File: src/rtl/fifo_burst_rd_ctrl.sv
// Purpose : read-side burst scheduler for the async pixel FIFO; waits for a full burst,
//           drains it with back-to-back reads, tags sol/eol and inserts an idle gap per line.
// Latency : 1 cycle from fifo_rd_en to dout_valid; registered output word.
// Backpressure: dout_valid/dout_ready; no read is issued while an output word is held.
// Ports: clk/rst_n (rd_clk domain, async active-low reset), enable (level, gates new bursts),
//        fifo_rd_en/fifo_rd_data/fifo_rd_empty/fifo_rd_cnt (FIFO read side),
//        dout/dout_valid/dout_ready/dout_sol/dout_eol (pixel stream), line_done, busy.
module fifo_burst_rd_ctrl #(
  parameter int C_DATA_WIDTH       = 8,
  parameter int C_FIFO_DEPTH_WIDTH = 4,
  parameter int C_BURST_LEN        = 8,
  parameter int C_LINE_PIXELS      = 640,
  parameter int C_PIX_CNT_WIDTH    = 12,
  parameter int C_GAP_CYCLES       = 4
) (
  input  logic                          clk,
  input  logic                          rst_n,
  input  logic                          enable,
  output logic                          fifo_rd_en,
  input  logic [C_DATA_WIDTH-1:0]       fifo_rd_data,
  input  logic                          fifo_rd_empty,
  input  logic [C_FIFO_DEPTH_WIDTH:0]   fifo_rd_cnt,
  output logic [C_DATA_WIDTH-1:0]       dout,
  output logic                          dout_valid,
  input  logic                          dout_ready,
  output logic                          dout_sol,
  output logic                          dout_eol,
  output logic                          line_done,
  output logic                          busy
);

  localparam int PW     = C_PIX_CNT_WIDTH;
  // common width for comparing the fill count against the burst length
  localparam int CW     = (PW + 1 > C_FIFO_DEPTH_WIDTH + 1) ? PW + 1 : C_FIFO_DEPTH_WIDTH + 1;
  localparam int BCW    = $clog2(C_BURST_LEN + 1);
  localparam int GW     = (C_GAP_CYCLES > 0) ? $clog2(C_GAP_CYCLES + 1) : 1;
  localparam int LAST_I = C_LINE_PIXELS - 1;

  localparam logic [PW-1:0] LAST_PIX  = LAST_I[PW-1:0];
  localparam logic [CW-1:0] LINE_PIX  = C_LINE_PIXELS[CW-1:0];
  localparam logic [CW-1:0] BURST_MAX = C_BURST_LEN[CW-1:0];
  localparam logic [GW-1:0] GAP_LOAD  = C_GAP_CYCLES[GW-1:0];

  typedef enum logic [1:0] {ST_IDLE, ST_WAIT, ST_BURST, ST_GAP} state_t;

  state_t          state, state_nxt;
  logic [PW-1:0]   pix_cnt;
  logic [BCW-1:0]  burst_cnt;
  logic [GW-1:0]   gap_cnt;
  logic [CW-1:0]   remain, burst_len, fill;
  logic            rd, last_pix, start_burst, enter_gap;

  // the last burst of a line is shortened to the pixels left in that line
  always_comb begin
    remain    = LINE_PIX - CW'(pix_cnt);
    burst_len = (remain < BURST_MAX) ? remain : BURST_MAX;
    fill      = CW'(fifo_rd_cnt);
  end

  // a read only happens when the output register is free or being emptied this cycle
  assign rd          = (state == ST_BURST) & ~fifo_rd_empty & (~dout_valid | dout_ready);
  assign last_pix    = (pix_cnt == LAST_PIX);
  assign fifo_rd_en  = rd;
  assign busy        = (state != ST_IDLE);
  assign line_done   = dout_valid & dout_ready & dout_eol;
  assign start_burst = (state == ST_WAIT) & (state_nxt == ST_BURST);
  assign enter_gap   = (state != ST_GAP) & (state_nxt == ST_GAP);

  always_ff @(posedge clk or negedge rst_n) begin
    if (!rst_n) begin
      state <= ST_IDLE;
    end else begin
      state <= state_nxt;
    end
  end

  // enable is only looked at in IDLE/WAIT, so bursts and gaps always run to completion
  always_comb begin
    state_nxt = state;
    case (state)
      ST_IDLE: begin
        if (enable) state_nxt = ST_WAIT;
      end
      ST_WAIT: begin
        if (!enable)                 state_nxt = ST_IDLE;
        else if (fill >= burst_len)  state_nxt = ST_BURST;
      end
      ST_BURST: begin
        if (rd && last_pix) begin
          if (C_GAP_CYCLES > 0) state_nxt = ST_GAP;
          else                  state_nxt = ST_WAIT;
        end else if (rd && (burst_cnt == BCW'(1))) begin
          state_nxt = ST_WAIT;
        end
      end
      ST_GAP: begin
        if (gap_cnt <= GW'(1)) state_nxt = ST_WAIT;
      end
      default: state_nxt = ST_IDLE;
    endcase
  end

  always_ff @(posedge clk or negedge rst_n) begin
    if (!rst_n) begin
      pix_cnt    <= '0;
      burst_cnt  <= '0;
      gap_cnt    <= '0;
      dout       <= '0;
      dout_valid <= 1'b0;
      dout_sol   <= 1'b0;
      dout_eol   <= 1'b0;
    end else begin
      if (start_burst)  burst_cnt <= BCW'(burst_len);
      else if (rd)      burst_cnt <= burst_cnt - 1'b1;

      if (rd) pix_cnt <= last_pix ? '0 : pix_cnt + 1'b1;

      if (enter_gap)             gap_cnt <= GAP_LOAD;
      else if (state == ST_GAP)  gap_cnt <= gap_cnt - 1'b1;

      // reload on read (covers read+accept with no bubble); drop valid on accept alone
      if (rd) begin
        dout       <= fifo_rd_data;
        dout_valid <= 1'b1;
        dout_sol   <= (pix_cnt == '0);
        dout_eol   <= last_pix;
      end else if (dout_ready) begin
        dout_valid <= 1'b0;
      end
    end
  end

endmodule

File: config.mk
export PLATFORM = sky130hd
export DESIGN_NAME = fifo_burst_rd_ctrl
export DESIGN_NICKNAME = d
export VERILOG_FILES = /design/src/rtl/fifo_burst_rd_ctrl.sv
export SDC_FILE = /design/constraint.sdc
export NUM_CORES = 1
export LEC_CHECK = 0
export BUFFER_PORTS_ARGS = -buffer_cell sky130_fd_sc_hd__buf_2
export CORE_MARGIN = 2
export CORE_UTILIZATION = 35
export DETAILED_ROUTE_END_ITERATION = 7
export RECOVER_POWER = 50
export SETUP_SLACK_MARGIN = 0.1
export SLEW_MARGIN = 15
export SYNTH_ARGS = -nofsm -noshare
export SYNTH_HDL_FRONTEND = slang
export SYNTH_SLANG_ARGS = --single-unit
File: constraint.sdc
create_clock -name clk -period 3.7 [get_ports clk]
set_input_delay 0.74 -clock clk [delete_from_list [all_inputs] [get_ports clk]]
set_output_delay 0.74 -clock clk [all_outputs]
set_load 0.01 [all_outputs]
After elaboration in Yosys (flattened, before gate mapping) --
Cells that the tools add are included.
Word-level totals: bits in registers 32, bits in latches 0, RAM bits 0, ROM bits 0, input port bits 18, memories kept 0
Cells by class: add/subtract/negate cells 4, multipliers 0, div/mod/pow operators 0, magnitude comparators 3, equal/unequal tests 8, shift operators 0, mux-type cells 15, bitwise operators 9, reduce and logical (&&, ||, !) cells 8
Operators by type and width (number):
- $ge A5 B13 Y1 | 1
- $lt A13 B4 Y1 const B | 1
- $mux W13 | 1
- $sub A10 B12 Y13 const A | 1
- $add A12 B1 Y12 const B | 1
- $eq A12 B10 Y1 const B | 1
- $logic_not A12 Y1 | 1
- $mux W12 | 1
- $mux W2 | 6
- $eq A2 B2 Y1 const B | 4
- $mux W4 | 2
- $pmux W2 S4 | 1
- $reduce_bool A2 Y1 | 4
- $and A1 B1 Y1 | 6
- $mux W3 | 2
- $eq A4 B1 Y1 const B | 1
- $sub A4 B1 Y4 const B | 1
- $le A3 B1 Y1 const B | 1
- $sub A3 B1 Y3 const B | 1
- $eq A2 B1 Y1 const B | 1
- $logic_and A1 B1 Y1 | 2
- $logic_not A2 Y1 | 1
- $mux W1 | 2
- $ne A2 B2 Y1 const B | 1
- 2 further kinds | 3

Logic depth before layout (Yosys ltp) --
Gate-level depths: netlist of the first run.
depth after elaboration 10, depth in mapped cells 13

Least setup slack after synthesis of the first run --
OpenSTA, ideal clock, no wires.
path kind reg2reg, from register pix_cnt[0], to register state[1], setup time 0.127 ns, data arrival time 2.966 ns, path slack 0.607 ns, stages on the path, launching flop included 14, path buffers 0, period minus slack after synthesis 3.093 ns, cells stage by stage dfrtp_1 > inv_1 > ha_1 > nand2b_1 > mux2i_1 > a41oi_1 > nor4_4 > nand2_1 > ha_1 > a21o_1 > a31oi_1 > o32ai_1 > and2_0 > or2_2
Between the ends: longest elaborated chain between the ends 7
Ends and longest elaborated chain:
- start, declared | line 47 | logic [PW-1:0] pix_cnt;
- start signal, assigned | line 116 | if (rd) pix_cnt <= last_pix ? '0 : pix_cnt + 1'b1;
- $sub A10 B12 Y13 | line 55 | remain = LINE_PIX - CW'(pix_cnt);
- $lt A13 B4 Y1 | line 56 | burst_len = (remain < BURST_MAX) ? remain : BURST_MAX;
- $mux W13 | line 56
- $ge A5 B13 Y1 | line 86 | else if (fill >= burst_len) state_nxt = ST_BURST;
- $mux W2 | line 86
- $mux W2 | line 85 | if (!enable) state_nxt = ST_IDLE;
- $pmux W2 S4 (*) | line 80 | case (state)
- net state_nxt[1] | line 46 | state_t state, state_nxt;
- end signal, assigned | line 73 | state <= state_nxt;
- end, declared | line 46
The timed path passes the listed nets; every way through them passes the cells marked *. A chain may end at the register's enable or synchronous reset.

Worst setup path in the final report of the first run --
Ends and elaborated chain as after synthesis.

==> metrics.yaml, run 1 <==
status:
  outcome: "finished with violations"
  violations: "capacitance limit, slew limit"
power:
  seqPwrFrac: 0.408
  p_leak_nw: 1.048
  clkPwrFrac: 0.224
  power_density_nw_per_um2: 665.0
  p_sw_mw: 0.5384
  max-vdd-ir-drop_uv: 333.8
  switching_share: 0.3693
  p_int_mw: 0.9194
  comb_power_share: 0.369
finish:
  syn_to_final_growth_pct: 16.41
  final_cells: 304
  final_nets: 262
  seqCellArea_um2: 800.8
  diodes: 0
  fill_cells: 546
  multiInputGateArea_um2: 977.2
  drive_gt1_frac: 0.2179
timing:
  fmax_ghz: 0.3013
  worst_pin_slew_ns: 1.696
  setup_violations: 0
  drv_slew: 33
  skew_ns: 0.006375
  hold_viol_final: 0
  rsz0062_at_grt: "false"
  setup_tns_ns: 0
  maxSlewHeadroom: -0.1304
  fin_crit_ns: 3.318
  fin_crit_sh: 0.8969
logic_synthesis:
  ys_ff_latch: 32
  synthCells: 199
  synth_area_leaders: "dfrtp_1, nand2_1, ha_1, xnor2_1, buf_6"
  synthesis.area_um2: 1883
  yosys.area.top_type_share: 0.4252
  yosysTopAreaCell: "dfrtp_1"
  synth.avg_cell_area_um2: 9.463
  synth-edff-count: 0
  ys_seq_area_frac: 0.4252
  ys_warn_count: 0
  yosys-top-cells-count: "nand2_1, dfrtp_1, nor2_1"
  yosysUniqueCellTypes: 45
  async_flop_share: 1.000
  synth_nets: 228
  yosysMostFrequentCell: "nand2_1"
  synthFlopType: "dfrtp_1"
routing:
  drt-total-wl_mm: 3.788
  wl_per_cell_um: 12.46
  dr.pass1.iters: 4
  drtIter0Drc: 78
  vias: 1470
  wl_met1_mm: 1.886
  vias_per_cell: 4.836
  drc: 0
  antenna_left: 0
  wl_met3_um: 159
  met2WireLength_mm: 1.685
  top_layer_used: "met4"
worst_setup_path:
  crit_type: "reg -> reg"
  crit_required_ns: 3.86
  arrival_ns: 3.48
  crit_chain: "inv_1 -> ha_1 -> nand2b_1 -> mux2i_1 -> a31oi_1 -> nor4_4 -> nand2_1 -> ha_1 -> a21o_1 -> a31oi_1 -> o32ai_1 -> and2_1 -> or2_2"
  endpoint_kind: "flop"
  critPathTopFamily: "simple AND/OR/NAND/NOR gates"
  slowest_stage: "dfrtp_1"
  critPathLaunchType: "flop"
  crit_fanout: 6
  max_stage_delay_ns: 0.43
  path_buf_inv: 1
global_routing:
  antenna_found_initial: 0
  grt_pass1_vias: 1433
  grt_pass1_wl_mm: 6.575
  grt_max_degree: 33
  grt_usage: 0.1375
  grt_overflow: 0
cts:
  cts-root-buf: "clkbuf_8"
  cts_made_buffers: 5
  cts_tree: "done"
  h-tree-depth: 2
  clock-sinks: 32
  postCtsHoldBufs: 0
  clk_pin_slew_ns: 0.07
  clock_path_buffers: 2
  clk_latency_ns: 0.28
place:
  placedCellCount: 294
  hpwl_mm: 2.781
  port_buffers: 31
  gp_congestion: 0.8269
die:
  core-area_um2: 5140
  die_width_um: 77.35
  initial_utilization: 0.3664
  io_pins: 32
  num_rows: 26
  fp.dieArea_um2: 5983
  die_y_um: 77.35
flow_run:
  cap_violations: 1
min_path:
  hp-class: "reg -> reg"
layout make-up:
| type | count | area share |
|---|---|---|
| multi-input cells | 148 | 0.4458 |
| flip-flops and latches | 32 | 0.3653 |
| repair buffers | 36 | 0.08276 |
| well taps | 70 | 0.03995 |
| clock buffers | 6 | 0.03311 |
| inverters | 10 | 0.01712 |
| clock inverters | 2 | 0.01598 |
layout by cell type (no fill, tap or decap), types with 7 or more instances in the layout:
cell type / n
a21oi_1: 7
ha_1: 11
inv_1: 10
clkbuf_1: 8
nand2_1: 38
nor2_1: 12
buf_2: 25
dfrtp_1: 32
xnor2_1: 9
final timing paths:
kind / startpoint / endpoint / slack (ns) / depth (start not counted)
min in group asynchronous: rst_n / pix_cnt[2]$_DFFE_PN0P_ / 0.89 / 1
hold reg to reg: dout[2]$_DFFE_PN0P_ / dout[2]$_DFFE_PN0P_ / 0.48 / 2
hold / removal: dout[2]$_DFFE_PN0P_ / dout[2]$_DFFE_PN0P_ / 0.48 / 2
setup reg to reg: pix_cnt[0]$_DFFE_PN0P_ / state[1]$_DFF_PN0_ / 0.38 / 13
setup / recovery: pix_cnt[0]$_DFFE_PN0P_ / state[1]$_DFF_PN0_ / 0.38 / 13
max in group asynchronous: rst_n / gap_cnt[1]$_DFFE_PN0P_ / 1.83 / 1
state kept, by name (all words and copies together) (netlist names):
name / flops
gap_cnt: 3
burst_cnt: 4
pix_cnt: 12
dout_eol: 1
dout_valid: 1
dout_sol: 1
dout: 8
state: 2
metal layers:
layer,track usage,vias up
met5,0,-
met4,0.04821,0
met3,0.03140,7
met2,0.2070,39
met1,0.1944,680
li1,-,744
tightest hold or removal path, cell delays in order (launching register included):
cell and delay [ns]:
dfrtp_1 0.35, nand2_1 0.05, nand2_1 0.05
power by group through the flow:
stage               Sequential (mW)  Combinational [mW]  Clock (mW)
detailed placement            0.595               0.556           0
floorplan                     0.578               0.414           0
global route                  0.616               0.618       0.356
global placement              0.596               0.546           0
finish                        0.594               0.538       0.326
CTS                           0.593               0.554       0.336
metrics by stage:
| step | cell area [um^2] | hold WS (ns) | power [mW] | setup WS, ns | utilization |
|---|---|---|---|---|---|
| after detailed placement | 2081 | 0.4616 | 1.150 | 0.2168 | 0.4048 |
| final | 2192 | 0.4789 | 1.458 | 0.3815 | 0.4265 |
| after CTS | 2188 | 0.4812 | 1.482 | 0.2021 | 0.4258 |
| after global placement | 2081 | 0.4583 | 1.142 | 0.3226 | 0.4048 |
| after global routing | 2192 | 0.5035 | 1.590 | 0.1052 | 0.4265 |
| after floorplan | 1883 | 0.4444 | 0.9919 | 0.6068 | - |
kinds of logic (layout without fill, tap and decap cells):
family,Yosys count,after routing,synth area share
compound gates,31,31,0.1150
fa+ha+maj,11,11,0.07309
simple gates,86,86,0.2366
mux,5,5,0.02724
other cells,1,1,0.001991
buf+inv,19,54,0.05581
xor+xnor,14,14,0.06512
flops,32,32,0.4253
timing repair:
action / in CTS / in global routing
endpoints found under the setup margin: 0 / 5
buffers inserted: 0 / 2
gates resized for setup: 0 / 1
(Power assumes the default switching activity.)
==> run 2, diff against run 1 <==
MAX_ROUTING_LAYER = met4   (was default)
==> run 2 against run 1 <==
  * The run still ends with capacitance limit, slew limit left
  * Final area is the same
  * Register-to-register slack is essentially flat
  * First-iteration DRC count is the same
  * Sequential share of layout area is the same
  * Fmax is essentially flat
  * Worst setup slack is essentially flat
  * Non-clock buffer count is the same
  * Total power is essentially flat
  * Largest power group unchanged
  * Count of clock-buffer cells in the layout is the same
  * Global-route usage grew 0.39 points
  * Sequential power is essentially flat
  * Wire length is the same
  * Largest cell class unchanged
==> metrics.yaml, run 2 (synthesis results as in run 1) <==
power:
  clkPwrFrac: 0.224  # about the same
  p_leak_nw: 1.048  # unchanged
  power_density_nw_per_um2: 665.0  # about the same
  switching_share: 0.3693  # about the same
  p_int_mw: 0.9194  # about the same
  finalPower_mw: 1.458  # about the same
  comb_power_share: 0.369  # about the same
  seqPwrFrac: 0.408  # about the same
  max-vdd-ir-drop_uv: 334.0  # was 333.8 uV
  p_sw_mw: 0.5383  # was 0.5384 mW
worst_setup_path:
  critPathTopFamily: "simple AND/OR/NAND/NOR gates"  # unchanged
  max_stage_delay_ns: 0.43  # about the same
  crit_type: "reg -> reg"  # unchanged
  critPathLaunchType: "flop"  # unchanged
  rrSetupSlack_ns: 0.38  # about the same
  slowest_stage: "dfrtp_1"  # unchanged
  endpoint_kind: "flop"  # unchanged
  crit_fanout: 6  # unchanged
  crit_chain: "inv_1 -> ha_1 -> nand2b_1 -> mux2i_1 -> a31oi_1 -> nor4_4 -> nand2_1 -> ha_1 -> a21o_1 -> a31oi_1 -> o32ai_1 -> and2_1 -> or2_2"  # unchanged
  reg2reg_depth: 13  # unchanged
  crit_required_ns: 3.86  # about the same
  r2r_start: "pix_cnt[0]$_DFFE_PN0P_"  # unchanged
  path_buf_inv: 1  # unchanged
  arrival_ns: 3.48  # about the same
  reg2reg_to: "state[1]$_DFF_PN0_"  # unchanged
global_routing:
  antenna_found_initial: 0  # unchanged
  grt_pass1_wl_mm: 6.582  # was 6.575 mm
  grt_pass1_vias: 1432  # was 1433
  grt_overflow: 0  # unchanged
  grt_usage: 0.1414  # was 0.1375
  grt_max_degree: 33  # unchanged
timing:
  maxSlewHeadroom: -0.1303  # was -0.1304
  fin_crit_ns: 3.319  # was 3.318 ns
  hold_viol_final: 0  # unchanged
  worst_pin_slew_ns: 1.695  # was 1.696 ns
  fin_crit_sh: 0.8969  # about the same
  rsz0062_at_grt: "false"  # unchanged
  skew_ns: 0.006967  # was 0.006375 ns
  setup_tns_ns: 0  # unchanged
  drv_slew: 33  # unchanged
  setup_violations: 0  # unchanged
  fmax_ghz: 0.3013  # about the same
routing:
  drtIter0Drc: 78  # unchanged
  antenna_left: 0  # unchanged
  drt-total-wl_mm: 3.788  # unchanged
  drc: 0  # unchanged
  vias_per_cell: 4.832  # was 4.836
  wl_per_cell_um: 12.46  # unchanged
  vias: 1469  # was 1470
  dr.pass1.iters: 4  # unchanged
die:
  io_pins: 32  # unchanged
  num_rows: 26  # unchanged
  die_y_um: 77.35  # unchanged
  fp.dieArea_um2: 5983  # unchanged
  core-area_um2: 5140  # unchanged
  die_width_um: 77.35  # unchanged
  initial_utilization: 0.3664  # unchanged
finish:
  diodes: 0  # unchanged
  final_cells: 304  # unchanged
  drive_gt1_frac: 0.2179  # unchanged
  final_common_cell: "nand2_1"  # unchanged
  fin_area_um2: 2192  # unchanged
  largest_register_ffs: 12  # unchanged
  regMostFlops: "pix_cnt"  # unchanged
  final_nets: 262  # unchanged
  reg.largest.list: "pix_cnt: 12 flops, dout: 8 flops, burst_cnt: 4 flops"  # unchanged
  syn_to_final_growth_pct: 16.41  # unchanged
  mostFrequentLayoutCells: "nand2_1, dfrtp_1, buf_2"  # unchanged
cts:
  cts_made_buffers: 5  # unchanged
  clk_latency_ns: 0.29  # was 0.28 ns
  clk_pin_slew_ns: 0.07  # about the same
  clock_path_buffers: 2  # unchanged
  cts_tree: "done"  # unchanged
  cts-root-buf: "clkbuf_8"  # unchanged
  clock-sinks: 32  # unchanged
  h-tree-depth: 2  # unchanged
place:
  gp_congestion: 0.8394  # was 0.8269
  hpwl_mm: 2.781  # unchanged
  placedCellCount: 294  # unchanged
  port_buffers: 31  # unchanged
  place_area_um2: 2081  # unchanged
min_path:
  min-delay-start: "dout[2]$_DFFE_PN0P_"  # unchanged
  min_path_cells: 2  # unchanged
  hp-class: "reg -> reg"  # unchanged
  worstHoldEndpoint: "dout[2]$_DFFE_PN0P_"  # unchanged
status:
  violations: "capacitance limit, slew limit"  # unchanged
  outcome: "finished with violations"  # unchanged
flow_run:
  cap_violations: 1  # unchanged
run 2: how the worst max path moves through the flow:
stage,start,end,cells after the start
detailed placement,pix_cnt[0]$_DFFE_PN0P_,state[1]$_DFF_PN0_,13
finish,pix_cnt[0]$_DFFE_PN0P_,state[1]$_DFF_PN0_,13
global route,pix_cnt[0]$_DFFE_PN0P_,state[1]$_DFF_PN0_,13
CTS,pix_cnt[0]$_DFFE_PN0P_,state[1]$_DFF_PN0_,13
floorplan,pix_cnt[0]$_DFFE_PN0P_,state[1]$_DFF_PN0_,13
global placement,pix_cnt[0]$_DFFE_PN0P_,state[1]$_DFF_PN0_,13
run 2: area by class of cell:
class / count / area, um^2
Fill cell: 546 / 2948
Multi-Input combinational cell: 148 / 977.2
Sequential cell: 32 / 800.8
Timing Repair Buffer: 36 / 181.4
Tap cell: 70 / 87.58
Clock buffer: 6 / 72.57
Inverter: 10 / 37.54
Clock inverter: 2 / 35.03
run 2: repair_timing:
| action | in CTS | in global routing |
|---|---|---|
| setup endpoints to repair | 0 | 5 |
| setup buffers | 0 | 2 |
| gates resized for setup | 0 | 1 |
| hold buffers | 0 | 0 |
run 2: worst min-delay path: stages, from the launching register on:
cell and delay (ns):
dfrtp_1 0.35, nand2_1 0.05, nand2_1 0.05
run 2: per-stage QoR:
step                setup slack, ns    util  hold WS [ns]
finish                       0.3814  0.4265        0.4789
global route                 0.1052  0.4265        0.5035
CTS                          0.2021  0.4258        0.4812
detailed placement           0.2168  0.4048        0.4616
global placement             0.3226  0.4048        0.4583
floorplan                    0.6068       -        0.4444
run 2: routing by layer:
| layer | up-vias | global-route usage | wire, um | part of all wire |
|---|---|---|---|---|
| met3 | 7 | 0.03140 | 156 | 0.041 |
| li1 | 743 | - | - | - |
| met2 | 39 | 0.2070 | 1694 | 0.45 |
| met1 | 680 | 0.1944 | 1880 | 0.50 |
| met5 | - | - | 0 | 0 |
| met4 | 0 | 0.04821 | 55 | 0.015 |
run 2: power groups by stage:
stage          logic, mW  registers, mW  clock network, mW
3_3_place_gp       0.546          0.596                  0
5_1_grt            0.618          0.616              0.356
2_1_floorplan      0.414          0.578                  0
6_report           0.538          0.594              0.326
4_1_cts            0.554          0.593              0.336
3_5_place_dp       0.556          0.595                  0
==> run 3, diff against run 2 <==
ABC_AREA = 1   (was default)
CORE_UTILIZATION = 50   (was 35)
PLACE_DENSITY = 0.71   (was default)
==> run 3 against run 2 <==
  * The flow still finishes with violations (capacitance limit, slew limit)
  * Die area decreased by 20%
  * Sequential share of layout area decreased by 3.0 points
  * Critical path depth fell by 7
  * Worst setup slack improved by 0.38 ns
  * Fmax increased by 13%
  * Critical path type is now in -> out
  * Largest power group unchanged
  * Highest routed layer unchanged
==> metrics.yaml, run 3 <==
status:
  outcome: "finished with violations"  # unchanged
  violations: "capacitance limit, slew limit"  # unchanged
worst_setup_path:
  critPathLaunchType: "input pin"  # was flop
  crit_type: "in -> out"  # was reg -> reg
  startpoint: "dout_ready"  # was pix_cnt[0]$_DFFE_PN0P_
  r2r_start: "pix_cnt[0]$_DFFE_PN0P_"  # unchanged
  crit_required_ns: 2.96  # was 3.86 ns
  endpoint_kind: "primary output"  # was flop
  arrival_ns: 2.20  # was 3.48 ns
  rrSetupSlack_ns: 0.82  # was 0.38 ns
  crit_fanout: 19  # was 6
timing:
  drv_slew: 33  # unchanged
  fin_crit_ns: 2.938  # was 3.319 ns
  setup_violations: 0  # unchanged
  fmax_ghz: 0.3404  # was 0.3013 GHz
  hold_viol_final: 0  # unchanged
  rsz0062_at_grt: "false"  # unchanged
  worst_pin_slew_ns: 1.709  # was 1.695 ns
  maxSlewHeadroom: -0.1395  # was -0.1303
  fin_crit_sh: 0.7940  # was 0.8969
  skew_ns: 0.003293  # was 0.006967 ns
  setup_tns_ns: 0  # unchanged
finish:
  regMostFlops: "pix_cnt"  # unchanged
  drive_gt1_frac: 0.2260  # was 0.2179
  diodes: 0  # unchanged
  final_common_cell: "nand2_1"  # unchanged
  reg.largest.list: "pix_cnt: 12 flops, dout: 8 flops, burst_cnt: 4 flops"  # unchanged
  fin_area_um2: 2391  # was 2192 um^2
  largest_register_ffs: 12  # unchanged
  final_nets: 351  # was 262
  syn_to_final_growth_pct: 12.94  # was 16.41%
  mostFrequentLayoutCells: "nand2_1, dfrtp_1, buf_2"  # unchanged
logic_synthesis:
  synth-edff-count: 0  # unchanged
  ys_warn_count: 0  # unchanged
  ys_ff_latch: 32  # unchanged
  yosys-top-cells-count: "nand2_1, dfrtp_1, inv_1"  # was nand2_1, dfrtp_1, nor2_1
  yosysUniqueCellTypes: 32  # was 45
  yosys.area.top_type_share: 0.3783  # was 0.4252
  ys_seq_area_frac: 0.3783  # was 0.4252
  synth_nets: 317  # was 228
  synth_area_leaders: "dfrtp_1, nand2_1, ha_1, nand3_1, inv_1"  # was dfrtp_1, nand2_1, ha_1, xnor2_1, buf_6
  synthesis.area_um2: 2117  # was 1883 um^2
  synthFlopType: "dfrtp_1"  # unchanged
  synth.avg_cell_area_um2: 7.351  # was 9.463 um^2
  yosysTopAreaCell: "dfrtp_1"  # unchanged
  async_flop_share: 1.000  # unchanged
  synthCells: 288  # was 199
  yosysMostFrequentCell: "nand2_1"  # unchanged
global_routing:
  grt_overflow: 0  # unchanged
  antenna_found_initial: 0  # unchanged
  grt_pass1_vias: 1729  # was 1432
  grt_pass1_wl_mm: 7.838  # was 6.582 mm
  grt_usage: 0.2083  # was 0.1414
  grt_max_degree: 33  # unchanged
routing:
  wl_per_cell_um: 11.96  # was 12.46 um
  vias_per_cell: 5.072  # was 4.832
  drtIter0Drc: 84  # was 78
  drt-total-wl_mm: 4.460  # was 3.788 mm
  drc: 0  # unchanged
  antenna_left: 0  # unchanged
  dr.pass1.iters: 4  # unchanged
  vias: 1892  # was 1469
power:
  p_leak_nw: 1.325  # was 1.048 nW
  power_density_nw_per_um2: 587.2  # was 665.0 nW/um^2
  max-vdd-ir-drop_uv: 387.7  # was 334.0 uV
  finalPower_mw: 1.404  # was 1.458 mW
cts:
  clock_path_buffers: 2  # unchanged
  post-cts-setup-buffers: 0  # unchanged
  clk_latency_ns: 0.28  # was 0.29 ns
  cts_made_buffers: 5  # unchanged
  cts-root-buf: "clkbuf_8"  # unchanged
  h-tree-depth: 2  # unchanged
  clock-sinks: 32  # unchanged
  cts_tree: "done"  # unchanged
  postCtsHoldBufs: 0  # unchanged
  clk_pin_slew_ns: 0.07  # about the same
  ctsResizeCount: 0  # unchanged
place:
  place_area_um2: 2311  # was 2081 um^2
  hpwl_mm: 3.412  # was 2.781 mm
  gp_congestion: 0.8937  # was 0.8394
  port_buffers: 31  # unchanged
die:
  die_y_um: 69.07  # was 77.35 um
  fp.dieArea_um2: 4771  # was 5983 um^2
  io_pins: 32  # unchanged
  die_width_um: 69.07  # was 77.35 um
  core-area_um2: 4029  # was 5140 um^2
  initial_utilization: 0.5255  # was 0.3664
  num_rows: 23  # was 26
flow_run:
  cap_violations: 1  # unchanged
min_path:
  hp-class: "reg -> reg"  # unchanged
  min-delay-start: "pix_cnt[11]$_DFFE_PN0P_"  # was dout[2]$_DFFE_PN0P_
## run 3: cell count changes after synthesis, sizes merged, moves of 4 or more
cell and change:
nand2 +57, inv +29, nand3 +23, nor2 +15, o21ai +8, xnor2 -8
a21oi +5, nand2b -5, nand4 +5, nor4 -5, a31oi -4, mux2i -4
## run 3: cells by family after synthesis
group | after synthesis | share of synthesized area
buf+inv | 44 | 0.08392
xor+xnor | 5 | 0.02068
fa+ha+maj | 11 | 0.06501
flops | 32 | 0.3783
simple gates | 165 | 0.3741
compound gates | 30 | 0.07624
other cells | 1 | 0.001771
## run 3: final timing paths
kind	cells after the start	endpoint
max	6	fifo_rd_en
min	1	pix_cnt[11]$_DFFE_PN0P_
max reg2reg	18	burst_cnt[1]$_DFFE_PN0P_
min reg2reg	1	pix_cnt[11]$_DFFE_PN0P_
max in group asynchronous	1	dout[5]$_DFFE_PN0P_
min in group asynchronous	1	burst_cnt[1]$_DFFE_PN0P_
## run 3: final cells by class
| cell class | instances | area (um^2) |
|---|---|---|
| Sequential cell | 32 | 800.8 |
| Multi-Input combinational cell | 212 | 1126 |
| Clock buffer | 7 | 86.33 |
| Tap cell | 50 | 62.56 |
| Timing Repair Buffer | 31 | 153.9 |
| Clock inverter | 1 | 7.507 |
| Fill cell | 367 | 1638 |
| Inverter | 40 | 153.9 |
## run 3: report_power, final
part / internal [mW] / switching [mW]
combinational: 0.214 / 0.342
sequential: 0.465 / 0.0978
clock: 0.151 / 0.133
total: 0.830 / 0.574
## run 3: layer usage
| layer | global-route usage | routed length [um] |
|---|---|---|
| met5 | - | 0 |
| met4 | 0.05882 | 33 |
| met3 | 0.04971 | 277 |
| met2 | 0.3216 | 2013 |
| met1 | 0.2749 | 2135 |
## run 3: worst max-delay path, cell delays in order
cell	delay, ns
buf_2	0.08
inv_1	0.03
nand2_1	0.07
nand3_1	0.61
inv_4	0.47
buf_2	0.19
## run 3: per-stage QoR
step	hold slack, ns	util	cells	setup WS, ns
floorplan	0.4426	-	288	1.173
global placement	0.4564	0.5736	365	0.9488
detailed placement	0.4605	0.5736	365	0.8428
CTS	0.4725	0.5969	373	0.8259
global route	0.5010	0.5935	373	0.5187
finish	0.4723	0.5935	373	0.7623
